## src/rtl/quad_pkg.sv

```systemverilog
// Shared phase/state definitions for the quadrature decoder.
// Latency: n/a (types, constants and pure functions only).
// Backpressure: n/a.
package quad_pkg;

    // Low two bits of each phase state are the {A,B} levels it represents,
    // so a phase can be mapped to a state with a plain cast.
    typedef enum logic [2:0] {
        ST_P00  = 3'b000,
        ST_P01  = 3'b001,
        ST_P10  = 3'b010,
        ST_P11  = 3'b011,
        ST_INIT = 3'b100
    } state_t;

    localparam logic [1:0] PH_00 = 2'b00;
    localparam logic [1:0] PH_10 = 2'b10;
    localparam logic [1:0] PH_11 = 2'b11;
    localparam logic [1:0] PH_01 = 2'b01;

    // Forward rotation (A leads B): 00 -> 10 -> 11 -> 01 -> 00
    function automatic logic [1:0] fwd_next(input logic [1:0] ph);
        case (ph)
            PH_00:   fwd_next = PH_10;
            PH_10:   fwd_next = PH_11;
            PH_11:   fwd_next = PH_01;
            default: fwd_next = PH_00;
        endcase
    endfunction

    // Reverse rotation: 00 -> 01 -> 11 -> 10 -> 00
    function automatic logic [1:0] rev_next(input logic [1:0] ph);
        case (ph)
            PH_00:   rev_next = PH_01;
            PH_01:   rev_next = PH_11;
            PH_11:   rev_next = PH_10;
            default: rev_next = PH_00;
        endcase
    endfunction

    function automatic state_t phase_state(input logic [1:0] ph);
        phase_state = state_t'({1'b0, ph});
    endfunction

endpackage

```

## src/rtl/quad_sync.sv

```systemverilog
// Two-flop synchronizer for the {A,B} pair, optional 2-sample glitch filter.
// Latency: 2 cycles to o_ab (3 with QUAD_GLITCH_FILTER_EN defined).
// Backpressure: none; o_vld rises once real samples have flushed the pipeline.
// Ports: i_clk, i_rst (sync active-high), i_a/i_b async inputs,
//        o_ab synchronized {A,B}, o_vld high once o_ab carries post-reset data.
// Build option: QUAD_GLITCH_FILTER_EN accepts a new {A,B} only after two
// consecutive identical synchronized samples.
module quad_sync (
    input  logic       i_clk,
    input  logic       i_rst,
    input  logic       i_a,
    input  logic       i_b,
    output logic [1:0] o_ab,
    output logic       o_vld
);
    logic [1:0] r_s1;
    logic [1:0] r_s2;
    logic [1:0] r_vld;   // tracks how far real data has travelled down the chain

    always_ff @(posedge i_clk) begin
        if (i_rst) begin
            r_s1  <= 2'b00;
            r_s2  <= 2'b00;
            r_vld <= 2'b00;
        end else begin
            r_s1  <= {i_a, i_b};
            r_s2  <= r_s1;
            r_vld <= {r_vld[0], 1'b1};
        end
    end

`ifdef QUAD_GLITCH_FILTER_EN
    logic [1:0] r_prev;
    logic [1:0] r_hold;
    logic       r_vld3;
    logic       r_have;
    logic       w_eq;
    logic       w_acc;

    // The accepted value is presented combinationally on the second matching
    // sample, so the filter costs exactly one extra cycle.
    assign w_eq  = r_vld3 && (r_s2 == r_prev);
    assign w_acc = w_eq || r_have;
    assign o_ab  = w_eq ? r_s2 : r_hold;
    assign o_vld = w_acc;

    always_ff @(posedge i_clk) begin
        if (i_rst) begin
            r_prev <= 2'b00;
            r_hold <= 2'b00;
            r_vld3 <= 1'b0;
            r_have <= 1'b0;
        end else begin
            r_prev <= r_s2;
            r_hold <= o_ab;
            r_vld3 <= r_vld[1];
            r_have <= w_acc;
        end
    end
`else
    assign o_ab  = r_s2;
    assign o_vld = r_vld[1];
`endif

endmodule

```

## src/rtl/quad_decoder.sv

```systemverilog
// Quadrature decoder: signed position, angle within revolution, step/rev pulses.
// Latency: 3 cycles from capturing edge to pos/step (4 with QUAD_GLITCH_FILTER_EN).
// Backpressure: none; every valid edge is counted, pulses are single-cycle.
// Ports: clk, rst (sync active-high), sensorA/sensorB async quadrature inputs,
//        clr sync clear; pos, angle, dir, step, rev, err (sticky) outputs.
// Build option: QUAD_GLITCH_FILTER_EN enables the input glitch filter in quad_sync.
module quad_decoder
    import quad_pkg::*;
#(
    parameter int WIDTH = 32,
    parameter int CPR   = 8
) (
    input  logic                      clk,
    input  logic                      rst,
    input  logic                      sensorA,
    input  logic                      sensorB,
    input  logic                      clr,
    output logic signed [WIDTH-1:0]   pos,
    output logic [$clog2(CPR)-1:0]    angle,
    output logic                      dir,
    output logic                      step,
    output logic                      rev,
    output logic                      err
);
    localparam int AW = $clog2(CPR);
    localparam logic [AW-1:0] ANG_MAX = AW'(CPR - 1);

    logic [1:0] w_ab;
    logic       w_vld;

    quad_sync u_sync (
        .i_clk (clk),
        .i_rst (rst),
        .i_a   (sensorA),
        .i_b   (sensorB),
        .o_ab  (w_ab),
        .o_vld (w_vld)
    );

    state_t                   r_state;
    state_t                   w_state_nxt;
    logic                     w_fwd;
    logic                     w_rev;
    logic                     w_bad;
    logic [1:0]               w_cur_ph;
    logic signed [WIDTH-1:0]  r_pos;
    logic [AW-1:0]            r_angle;
    logic                     r_dir;
    logic                     r_step;
    logic                     r_rev;
    logic                     r_err;

    assign w_cur_ph = r_state[1:0];

    always_comb begin
        w_state_nxt = r_state;
        w_fwd       = 1'b0;
        w_rev       = 1'b0;
        w_bad       = 1'b0;
        if (w_vld) begin
            if (r_state == ST_INIT) begin
                // first real sample only establishes the phase
                w_state_nxt = phase_state(w_ab);
            end else if (w_ab == w_cur_ph) begin
                w_state_nxt = r_state;
            end else if (w_ab == fwd_next(w_cur_ph)) begin
                w_fwd       = 1'b1;
                w_state_nxt = phase_state(w_ab);
            end else if (w_ab == rev_next(w_cur_ph)) begin
                w_rev       = 1'b1;
                w_state_nxt = phase_state(w_ab);
            end else begin
                // both channels moved at once: direction unknown, resync
                w_bad       = 1'b1;
                w_state_nxt = phase_state(w_ab);
            end
        end
    end

    always_ff @(posedge clk) begin
        if (rst) begin
            r_state <= ST_INIT;
            r_pos   <= '0;
            r_angle <= '0;
            r_dir   <= 1'b0;
            r_step  <= 1'b0;
            r_rev   <= 1'b0;
            r_err   <= 1'b0;
        end else begin
            // phase is always absorbed, even when clr discards the count
            r_state <= w_state_nxt;
            r_step  <= 1'b0;
            r_rev   <= 1'b0;
            if (clr) begin
                r_pos   <= '0;
                r_angle <= '0;
                r_err   <= 1'b0;
            end else if (w_fwd) begin
                r_pos  <= r_pos + WIDTH'(1);
                r_dir  <= 1'b1;
                r_step <= 1'b1;
                if (r_angle == ANG_MAX) begin
                    r_angle <= '0;
                    r_rev   <= 1'b1;
                end else begin
                    r_angle <= r_angle + AW'(1);
                end
            end else if (w_rev) begin
                r_pos  <= r_pos - WIDTH'(1);
                r_dir  <= 1'b0;
                r_step <= 1'b1;
                if (r_angle == '0) begin
                    r_angle <= ANG_MAX;
                    r_rev   <= 1'b1;
                end else begin
                    r_angle <= r_angle - AW'(1);
                end
            end else if (w_bad) begin
                r_err <= 1'b1;
            end
        end
    end

    assign pos   = r_pos;
    assign angle = r_angle;
    assign dir   = r_dir;
    assign step  = r_step;
    assign rev   = r_rev;
    assign err   = r_err;

endmodule

```

## config.mk

```make
export PLATFORM = sky130hd
export DESIGN_NAME = quad_decoder
export DESIGN_NICKNAME = d
export VERILOG_FILES = /design/src/rtl/quad_pkg.sv /design/src/rtl/quad_sync.sv /design/src/rtl/quad_decoder.sv
export SDC_FILE = /design/constraint.sdc
export NUM_CORES = 1
export LEC_CHECK = 0
export BUFFER_PORTS_ARGS = -buffer_cell sky130_fd_sc_hd__buf_4
export CAP_MARGIN = 20
export CORE_MARGIN = 4
export CORE_UTILIZATION = 40
export CTS_BUF_LIST = sky130_fd_sc_hd__clkbuf_2 sky130_fd_sc_hd__clkbuf_4 sky130_fd_sc_hd__clkbuf_8
export DETAILED_ROUTE_END_ITERATION = 10
export GPL_TIMING_DRIVEN = 0
export PLACE_DENSITY = 0.63
export SKIP_CTS_REPAIR_TIMING = 1
export SYNTH_ARGS = -nofsm -noshare
export SYNTH_HDL_FRONTEND = slang
export SYNTH_HIERARCHICAL = 1
export SYNTH_SLANG_ARGS = --single-unit
```

## constraint.sdc

```tcl
create_clock -name clk -period 6.6 [get_ports clk]
set_input_delay 0.66 -clock clk [delete_from_list [all_inputs] [get_ports clk]]
set_output_delay 0.66 -clock clk [all_outputs]
set_load 0.02 [all_outputs]
```

After elaboration in Yosys (flattened, before gate mapping)
Index checks and enable logic that the tools add are counted.
{"block": "classes", "n_addsub": 4, "eq_ne": 9, "mux": 40, "bitwise_logic": 3, "n_reduce_logical": 7}
{"cell": "$mux 32", "count": 2}
{"cell": "$add 32x2->32 const B", "count": 1}
{"cell": "$sub 32x2->32 const B", "count": 1}
{"cell": "$mux 1", "count": 23}
{"cell": "$mux 3", "count": 6}
{"cell": "$mux 2", "count": 7}
{"cell": "$pmux 2 s3", "count": 2}
{"cell": "$eq 2x2->1", "count": 3}
{"cell": "$eq 3x3->1 const B", "count": 2}
{"cell": "$eq 2x2->1 const B", "count": 2}
{"cell": "$reduce_and 2->1", "count": 2}
{"cell": "$add 3x1->3 const B", "count": 1}
{"cell": "$logic_not 3->1", "count": 1}
{"cell": "$not 1->1", "count": 3}
{"cell": "$reduce_and 3->1", "count": 1}
{"cell": "$sub 3x1->3 const B", "count": 1}
{"cell": "$eq 2x1->1 const B", "count": 1}
{"cell": "$logic_not 2->1", "count": 1}
{"cell": "$ne 2x2->1 const B", "count": 1}
{"cell": "$reduce_bool 2->1", "count": 1}
{"cell": "$reduce_or 2->1", "count": 1}
{"block": "totals", "reg_bits": 48, "out_inout_bits": 39, "elab_cells": 74}

Depth between registers and ports, before layout
Gate-level depths: netlist of the first run.
{"block": "logic_depth", "word_depth": 18, "depth_mapped": 16}

Hierarchy
The synthesis of the first run kept the hierarchy.
{"module": "quad_decoder", "instances": 1, "cells_per_inst": 458, "area_per_inst_um2": 3420.8, "seq_area_each_um2": 840.8}
{"module": "quad_sync", "instances": 1, "cells_per_inst": 12, "area_per_inst_um2": 155.1, "seq_area_each_um2": 120.1}

Least setup slack after synthesis of the first run
OpenSTA, ideal clock, no wires.
{"block": "synth_path", "kind": "register to register", "startpoint": "register u_sync.r_s2[0], in the netlist u_sync/o_ab[0]", "endpoint": "register r_pos[28], in the netlist pos[28]", "setup_time_ps": 118, "t_arrival_ps": 4330, "required_ps": 6482, "slack_ps": 2152, "stages_incl_launch_ff": 16, "path_cell_list": "dfxtp_1 > buf_2 > xor2_1 > nor3b_1 > o21ai_1 > inv_1 > fa_1 > and2b_1 > o2111ai_2 > a21oi_2 > o2111ai_1 > a21oi_2 > o21ai_2 > o41ai_2 > xnor2_1 > o21ai_1"}
{"block": "synth_between", "word_cells_on_any_way": 14, "classes_between": "eq/ne: 3; mux: 10; reduce/logical: 1"}
{"item": "from (decl)", "line_no": "quad_sync.sv:17", "rtl": "logic [1:0] r_s2;"}
{"item": "from (signal assigned)", "line_no": "quad_sync.sv:27", "rtl": "r_s2 <= r_s1;"}
{"item": "$eq 2x2->1", "line_no": "quad_decoder.sv:66", "rtl": "end else if (w_ab == fwd_next(w_cur_ph)) begin"}
{"item": "$mux 1", "line_no": "quad_decoder.sv:66"}
{"item": "$mux 1 *", "line_no": "quad_decoder.sv:64", "rtl": "end else if (w_ab == w_cur_ph) begin"}
{"item": "$mux 1 *", "line_no": "quad_decoder.sv:61", "rtl": "if (r_state == ST_INIT) begin"}
{"item": "$mux 1 *", "line_no": "quad_decoder.sv:60", "rtl": "if (w_vld) begin"}
{"item": "via w_fwd", "line_no": "quad_decoder.sv:42", "rtl": "logic w_fwd;"}
{"item": "$mux 32 / $reduce_bool 2->1 (equally long branches)"}
{"item": "to (signal assigned)", "line_no": "quad_decoder.sv:99", "rtl": "r_pos <= r_pos + WIDTH'(1);"}
{"item": "to (signal assigned)", "line_no": "quad_decoder.sv:109", "rtl": "r_pos <= r_pos - WIDTH'(1);"}
{"item": "to (decl)", "line_no": "quad_decoder.sv:46", "rtl": "logic signed [WIDTH-1:0] r_pos;"}
Mark *: on every way through the listed nets, which the timed path passes. The rest lies on a longest branch.
A chain may end at the register's enable or synchronous reset.

Final worst setup path of the first run
Same ends and word-level chain as after synthesis.

==> results by group, run 1 <==
Outcome
  • Status: completed

Yosys
  • Simple-gate area share of the yosys netlist: 0.229
  • Syn nets: 510
  • Area share of the largest cell type after synthesis: 0.269
  • Synth Area in Compound Gates: 0.255
  • Most frequent cells after synthesis: nand2_1, a21oi_1, dfxtp_1
  • Synth warn: 6
  • Post-Synthesis Cell Area: roughly 3600 sq um
  • Count leader, synth: nand2_1
  • Syn Inst Count: 470
  • Largest family of logic cells by synthesized area: compound AO/OA/AOI/OAI gates
  • Cell taking the most area after synthesis: dfxtp_1
  • Ys flop type: dfxtp_1
  • Synth Register Bits: 48
  • Post-Syn Area per Cell: around 7.6 sq um
  • Top post-synthesis cells by area: dfxtp_1, ha_1, a21oi_1
  • Unique cell type count in the Yosys netlist: 59
  • Seq/Total Area, Yosys: 0.269
  • Mux cell area share after synthesis: 0.0147
  • Async S/R FF share, synth: 0
  • Post-synthesis adder-cell area fraction: 0.125
  • Number of synthesized flops with an enable pin: 0
  • XOR/XNOR Fraction of Synth Area: 0.0637

Timing
  • Final TNS setup: 0 ns
  • Skew final: 0.00588 ns
  • Final Hold Vio Count: 0
  • Worst slew pin tran: 0.694 ns
  • Fmax: 252 MHz
  • RSZ-0062 raised after global routing: no
  • Min Tclk post-route: 3.96 ns
  • Final setup viols: 0
  • Final-report max-slew violation count: 0
  • Final cycle utilization of the critical path: 0.601
  • Max-Slew Margin vs Limit: 0.538

Power
  • Peak supply drop: a little over 80 uV
  • Power per cell area: 152 nW/um^2
  • Cell leakage power: roughly 0.0020 uW
  • Pwr Total: 637 uW

Clock network
  • CTS Buf Count: 5
  • Later-pin clock latency in the skew report: around 0.31 ns
  • CTS max path bufs: 2
  • H-tree levels: 2
  • Clock Pin Slew Worst Setup and Hold Paths: around 0.09 ns
  • Clock tree root buffer cell: clkbuf_8
  • Clk sinks: 48
  • CTS tree: built

Place
  • Cells after DPL: about 620
  • IO Port Bufs: 43
  • Routability-driven placement congestion ratio: 0.884
  • Post-DP HPWL: 6890 um

Critical path
  • R2r setup slk: around 2.6 ns
  • Crit Path Max Fanout: 26
  • Worst r2r src: u_sync/o_ab[0]$_SDFF_PP0_
  • Reg2reg path depth: 16
  • CP bufs+invs: 3
  • Critical path arrival: 4.17 ns
  • Max incr delay on CP: around 0.40 ns
  • Top cell family by delay on the critical path: compound AO/OA/AOI/OAI gates
  • CP Cell Sequence: buf_2, xor2_1, nor3b_1, o21ai_4, buf_16, inv_1, fa_1, and2b_1, o2111ai_2, a21oi_2, o2111ai_1, a21oi_2, o21ai_2, o41ai_2, xnor2_1, o21ai_1
  • Setup crit start: u_sync/o_ab[0]$_SDFF_PP0_
  • CP endpoint kind: flip-flop
  • Setup Crit Path Kind: flip-flop to flip-flop
  • FF-to-FF End: pos[28]$_SDFFE_PP0N_
  • Worst path slowest cell: o21ai_4
  • Worst EP required: 6.80 ns
  • Crit start category: flip-flop
  • CP most frequent cell: a21oi_2

Min path
  • Hold Crit Depth: 1
  • Hold path endpoint: u_sync/o_ab[1]$_SDFF_PP0_
  • Hold crit path type: flip-flop to flip-flop
  • Hold path start: u_sync/r_s1[1]$_SDFF_PP0_

Die
  • Chip height: roughly 100 um
  • # rows: 34
  • Initial core utilization: 0.410
  • Die Area: approximately 11000 sq um
  • Die X: about 100 um
  • Core area: about 8700 sq um
  • Top Ports: 44

Global routing
  • Total GRT Usage: 0.181
  • Initial antenna violation count: 0
  • Global-route wire length before repair: 15300 um
  • Largest net degree at the start of global routing: 27
  • Grt ovf: 0
  • Vias in the first global route: 3209

Cells and area
  • Synth-to-layout area growth: 17.0%
  • Nets: 561
  • Diode count: 0
  • Fillers: 887
  • Post-Layout Cell Count: 630
  • End-of-flow core utilization: 0.480
  • Layout cells sized above 1: 0.157

Detailed routing
  • Antenna-violating nets left: 0
  • Via count: 3439
  • DR WL/cell: ~15 um
  • TritonRoute pass-1 iters: 4
  • DR DRC count: 0
  • DR iter-0 viols: roughly 150
  • Via density per instance: around 5.5
  • Final wirelength: just over 9000 um

Flow run
  • Max-Cap Viols: 0
-- report_power, final --
part / internal, uW / switching (uW)
Clock: 117 / 106
Sequential: 294 / 2.53
Combinational: 48.7 / 68.8
Total: 459 / 178
-- per-stage QoR --
step	area, sq um	setup slack [ns]	hold slack, ns
after floorplan	3580	2.15	0.414
final	4180	2.64	0.448
after CTS	4180	2.64	0.453
after global routing	4180	2.28	0.473
after global placement	4030	0.529	0.418
after detailed placement	4070	2.68	0.431
-- cells by family (layout without fill, tap and decap cells) --
logic type,count (synthesis),after routing
DFF,48,48
AOI/OAI and AO/OA,143,143
muxes,5,5
xor gates and xnor gates,26,26
and+or+nand+nor,173,173
buffers and inverters,40,92
adders and majority gates,35,35
-- area by class of cell --
type	count	area (sq um)	share of cell area
plain buffers	27	110	0.0263
clock buffers	6	76.3	0.0182
clock inverters	2	35.0	0.00837
inverters	13	48.8	0.0117
multi-input cells	382	2470	0.590
flip-flops and latches	48	961	0.230
well taps	108	135	0.0323
repair buffers	44	350	0.0837
-- worst reg2reg max path, delay by kind of cell, from the launching register on --
kind / cells / cell delay (ns)
AO/OA/AOI/OAI: 8 / 1.78
XOR/XNOR: 2 / 0.39
adder cells (fa/ha/maj): 1 / 0.39
buffers and inverters: 3 / 0.60
AND/OR/NAND/NOR: 2 / 0.38
flip-flops: 1 / 0.35
-- cell usage in the layout, fill, tap and decap left out, drive strengths merged, types with 4 or more instances in the layout --
cell	instances
o211ai	6
clkbuf	25
nor3	11
o21ai	32
buf	52
nor2	38
ha	34
inv	13
dfxtp	48
a21oi	59
o21bai	4
nor2b	9
nand3	17
nand2	65
a211oi	4
nand4	10
xnor2	18
xor2	8
a21o	16
-- registers in the layout (all words and copies together) (netlist names) --
register / cells
angle: 3
dir: 1
err: 1
pos: 32
r_state: 3
rev: 1
step: 1
u_sync/o_ab: 2
u_sync/r_s1: 2
u_sync/r_vld: 2
-- layer usage --
metal  track usage  vias up  wire, um
met5             0        -         0
met4        0.0505        0       153
met3        0.0332       13       455
met2         0.307       72      4210
met1         0.234     1576      4340
li1              -     1778         -
-- worst max path at each step --
stage                                 to  slack [ns]  cells after the start
floorplan           pos[28]$_SDFFE_PP0N_        2.15                     15
global route        pos[28]$_SDFFE_PP0N_        2.28                     16
global placement    pos[28]$_SDFFE_PP0N_        0.53                     15
finish              pos[28]$_SDFFE_PP0N_        2.64                     16
detailed placement  pos[28]$_SDFFE_PP0N_        2.68                     16
CTS                 pos[28]$_SDFFE_PP0N_        2.64                     16
(Power assumes the default switching activity.)
==> run 2: changes to the inputs <==
--- a/config.mk
+++ b/config.mk
@@ -5,6 +5,7 @@
 export SDC_FILE = /design/constraint.sdc
 export NUM_CORES = 1
 export LEC_CHECK = 0
+export ABC_AREA = 1
 export BUFFER_PORTS_ARGS = -buffer_cell sky130_fd_sc_hd__buf_4
 export CAP_MARGIN = 20
 export CORE_MARGIN = 4
@@ -12,7 +13,7 @@
 export CTS_BUF_LIST = sky130_fd_sc_hd__clkbuf_2 sky130_fd_sc_hd__clkbuf_4 sky130_fd_sc_hd__clkbuf_8
 export DETAILED_ROUTE_END_ITERATION = 10
 export GPL_TIMING_DRIVEN = 0
-export PLACE_DENSITY = 0.63
+export PLACE_DENSITY = 0.64
 export SKIP_CTS_REPAIR_TIMING = 1
 export SYNTH_ARGS = -nofsm -noshare
 export SYNTH_HDL_FRONTEND = slang
==> constraint.sdc (replaced) <==
create_clock -name clk -period 3.6 [get_ports clk]
set_input_delay 0.36 -clock clk [delete_from_list [all_inputs] [get_ports clk]]
set_output_delay 0.36 -clock clk [all_outputs]
set_load 0.02 [all_outputs]
==> run 2 against run 1 <==
Effect of this change: worst setup slack worse by 2.2 ns; highest routed layer unchanged; cell count is 33% higher; non-clock buffer count is 19 lower; via count is 19% higher; area after synthesis is 10% higher; largest power group unchanged; fmax is 24% higher; first-iteration DRC count is 70% higher; critical path depth is 2 higher.
==> results by group, run 2 <==
Outcome
  • Status: completed

Clock network
  • CTS tree: built
  • Later-pin clock latency in the skew report: around 0.33 ns
  • Clk sinks: 48
  • CTS max path bufs: 2
  • H-tree levels: 2
  • Clock tree root buffer cell: clkbuf_8
  • Clock Pin Slew Worst Setup and Hold Paths: 0.11 ns
  • CTS Buf Count: 5

Critical path
  • Max incr delay on CP: ~0.57 ns
  • CP endpoint kind: flip-flop
  • Worst path slowest cell: inv_2
  • Setup Crit Path Kind: flip-flop to flip-flop
  • Worst EP required: 3.84 ns
  • CP most frequent cell: nand2_1
  • Crit start category: flip-flop
  • CP Cell Sequence: inv_1, nand2_1, nor2_1, nor2_4, inv_2, nor3_4, inv_2, ha_1, a21oi_1, nor2_1, nor2_1, nand3_1, nand2_1, nand2_1, nand2_1, nand3_1, nand2_1, inv_1
  • Crit Path Max Fanout: 35
  • CP bufs+invs: 4
  • Top cell family by delay on the critical path: simple AND/OR/NAND/NOR gates
  • Critical path arrival: roughly 3.4 ns

Cells and area
  • Diode count: 0
  • Area occupied by registers: 961 sq um
  • Max FFs per register: 32
  • Nets: ~750
  • Layout cells sized above 1: 0.0918
  • Synth-to-layout area growth: 15.3%
  • Most common cell after layout, fill and taps aside: nand2_1
  • Fillers: 1046
  • Post-Layout Cell Count: roughly 840
  • Finished layout cell area: 4560 sq um
  • Multi-input gate area: 2470 sq um
  • Commonest cells after routing, fill and taps aside: nand2_1, inv_1, nor2_1

Yosys
  • Cell taking the most area after synthesis: dfxtp_1
  • Syn nets: 697
  • Top post-synthesis cells by area: dfxtp_1, nand2_1, inv_1
  • Unique cell type count in the Yosys netlist: 32
  • Most frequent cells after synthesis: nand2_1, inv_1, nor2_1
  • Syn Inst Count: roughly 660
  • Post-Synthesis Cell Area: 3950 sq um
  • Count leader, synth: nand2_1
  • Ys flop type: dfxtp_1
  • Post-Syn Area per Cell: 6.01 sq um
  • Async S/R FF share, synth: 0
  • Number of synthesized flops with an enable pin: 0
  • Synth Register Bits: 48
  • Seq/Total Area, Yosys: 0.243
  • Area share of the largest cell type after synthesis: 0.243
  • Synth warn: 6

Power
  • Peak supply drop: between 150 and 200 uV
  • Cell leakage power: 0.00276 uW
  • Power per cell area: 314 nW/um^2

Timing
  • Fmax: between 300 and 400 MHz
  • Final TNS setup: 0 ns
  • Final cycle utilization of the critical path: 0.888
  • Max-Slew Margin vs Limit: 0.500
  • Worst slew pin tran: 0.749 ns
  • RSZ-0062 raised after global routing: no
  • Final-report max-slew violation count: 0
  • Hold slack final: 0.247 ns
  • Final setup viols: 0
  • Min Tclk post-route: 3.20 ns
  • Final Hold Vio Count: 0
  • Skew final: 0.0150 ns

Place
  • IO Port Bufs: 43
  • Routability-driven placement congestion ratio: 0.948
  • Cells after DPL: 833
  • Post-DP HPWL: ~8800 um
  • Post-DP Area: around 4400 sq um

Die
  • Core area: 9680 sq um
  • Die Area: 11500 sq um
  • # rows: 36
  • Initial core utilization: 0.408
  • Die X: 107 um
  • Chip height: 107 um
  • Top Ports: 44

Global routing
  • Global-route wire length before repair: 18200 um
  • Largest net degree at the start of global routing: 36
  • Routing usage on met2: 0.330
  • Grt ovf: 0
  • Total GRT Usage: 0.200
  • Grt met3 use: 0.0276
  • M1 GR Usage: 0.278
  • Initial antenna violation count: 0
  • GR peak layer: met2
  • Vias in the first global route: 3814

Detailed routing
  • Final wirelength: around 11000 um
  • DR WL/cell: 13.3 um
  • Via density per instance: 4.85
  • DR iter-0 viols: 254
  • TritonRoute pass-1 iters: 5
  • DR DRC count: 0
  • Via count: 4079
  • Antenna-violating nets left: 0

Flow run
  • Max-Cap Viols: 0

Min path
  • Hold crit path type: input pin to flip-flop
[run 2: metrics by stage]
stage / worst slack, ns / total power [uW] / utilization
after floorplan: 1.04 / 899 / -
after global placement: 0.479 / 1010 / 0.458
after detailed placement: 0.396 / 1010 / 0.458
after CTS: 0.382 / 1440 / 0.470
after global routing: 0.0550 / 1520 / 0.470
final: 0.404 / 1430 / 0.470
[run 2: worst reg2reg max path, cell delays in order, from the launching register on]
cell and delay (ns):
dfxtp_1 0.35, inv_1 0.08, nand2_1 0.05, nor2_1 0.22, nor2_4 0.07, inv_2 0.07, nor3_4 0.05, inv_2 0.57
ha_1 0.43, a21oi_1 0.28, nor2_1 0.07, nor2_1 0.18, nand3_1 0.22, nand2_1 0.16, nand2_1 0.07, nand2_1 0.05
nand3_1 0.09, nand2_1 0.09, inv_1 0.03
[run 2: final timing paths]
path	startpoint	end	slack (ns)	cells past startpoint
worst max-delay path	r_state[1]$_SDFFE_PP0P_	pos[20]$_SDFFE_PP0N_	0.40	18
worst max register to register	r_state[1]$_SDFFE_PP0P_	pos[20]$_SDFFE_PP0N_	0.40	18
worst min register to register	u_sync/r_s1[1]$_SDFF_PP0_	u_sync/o_ab[1]$_SDFF_PP0_	0.41	2
worst min-delay path	sensorB	u_sync/r_s1[0]$_SDFF_PP0_	0.25	3
[run 2: final cells by class]
cell class                 instances  area share
tap                              133      0.0365
multi-input combinational        477       0.543
inverter                         123       0.101
buffer                             9      0.0115
sequential                        48       0.211
clock buffer                       5      0.0151
clock inverter                     3      0.0104
timing repair buffer              43      0.0709
[run 2: logic make-up after synthesis]
| group | share of synthesized area |
|---|---|
| buffers and inverters | 0.130 |
| XOR/XNOR | 0.0399 |
| AND/OR/NAND/NOR | 0.331 |
| adder cells (fa/ha/maj) | 0.113 |
| flip-flops | 0.243 |
| AO/OA/AOI/OAI | 0.143 |
[run 2: where the power goes]
part           internal, uW  switching [uW]
registers               545            10.7
clock network           210             218
logic                   150             296
total                   905             525
[run 2: per-layer routing]
layer / share of wire / up-vias
li1: - / 2161
met1: 0.49 / 1829
met2: 0.44 / 83
met3: 0.056 / 6
met4: 0.0098 / 0
met5: 0 / -
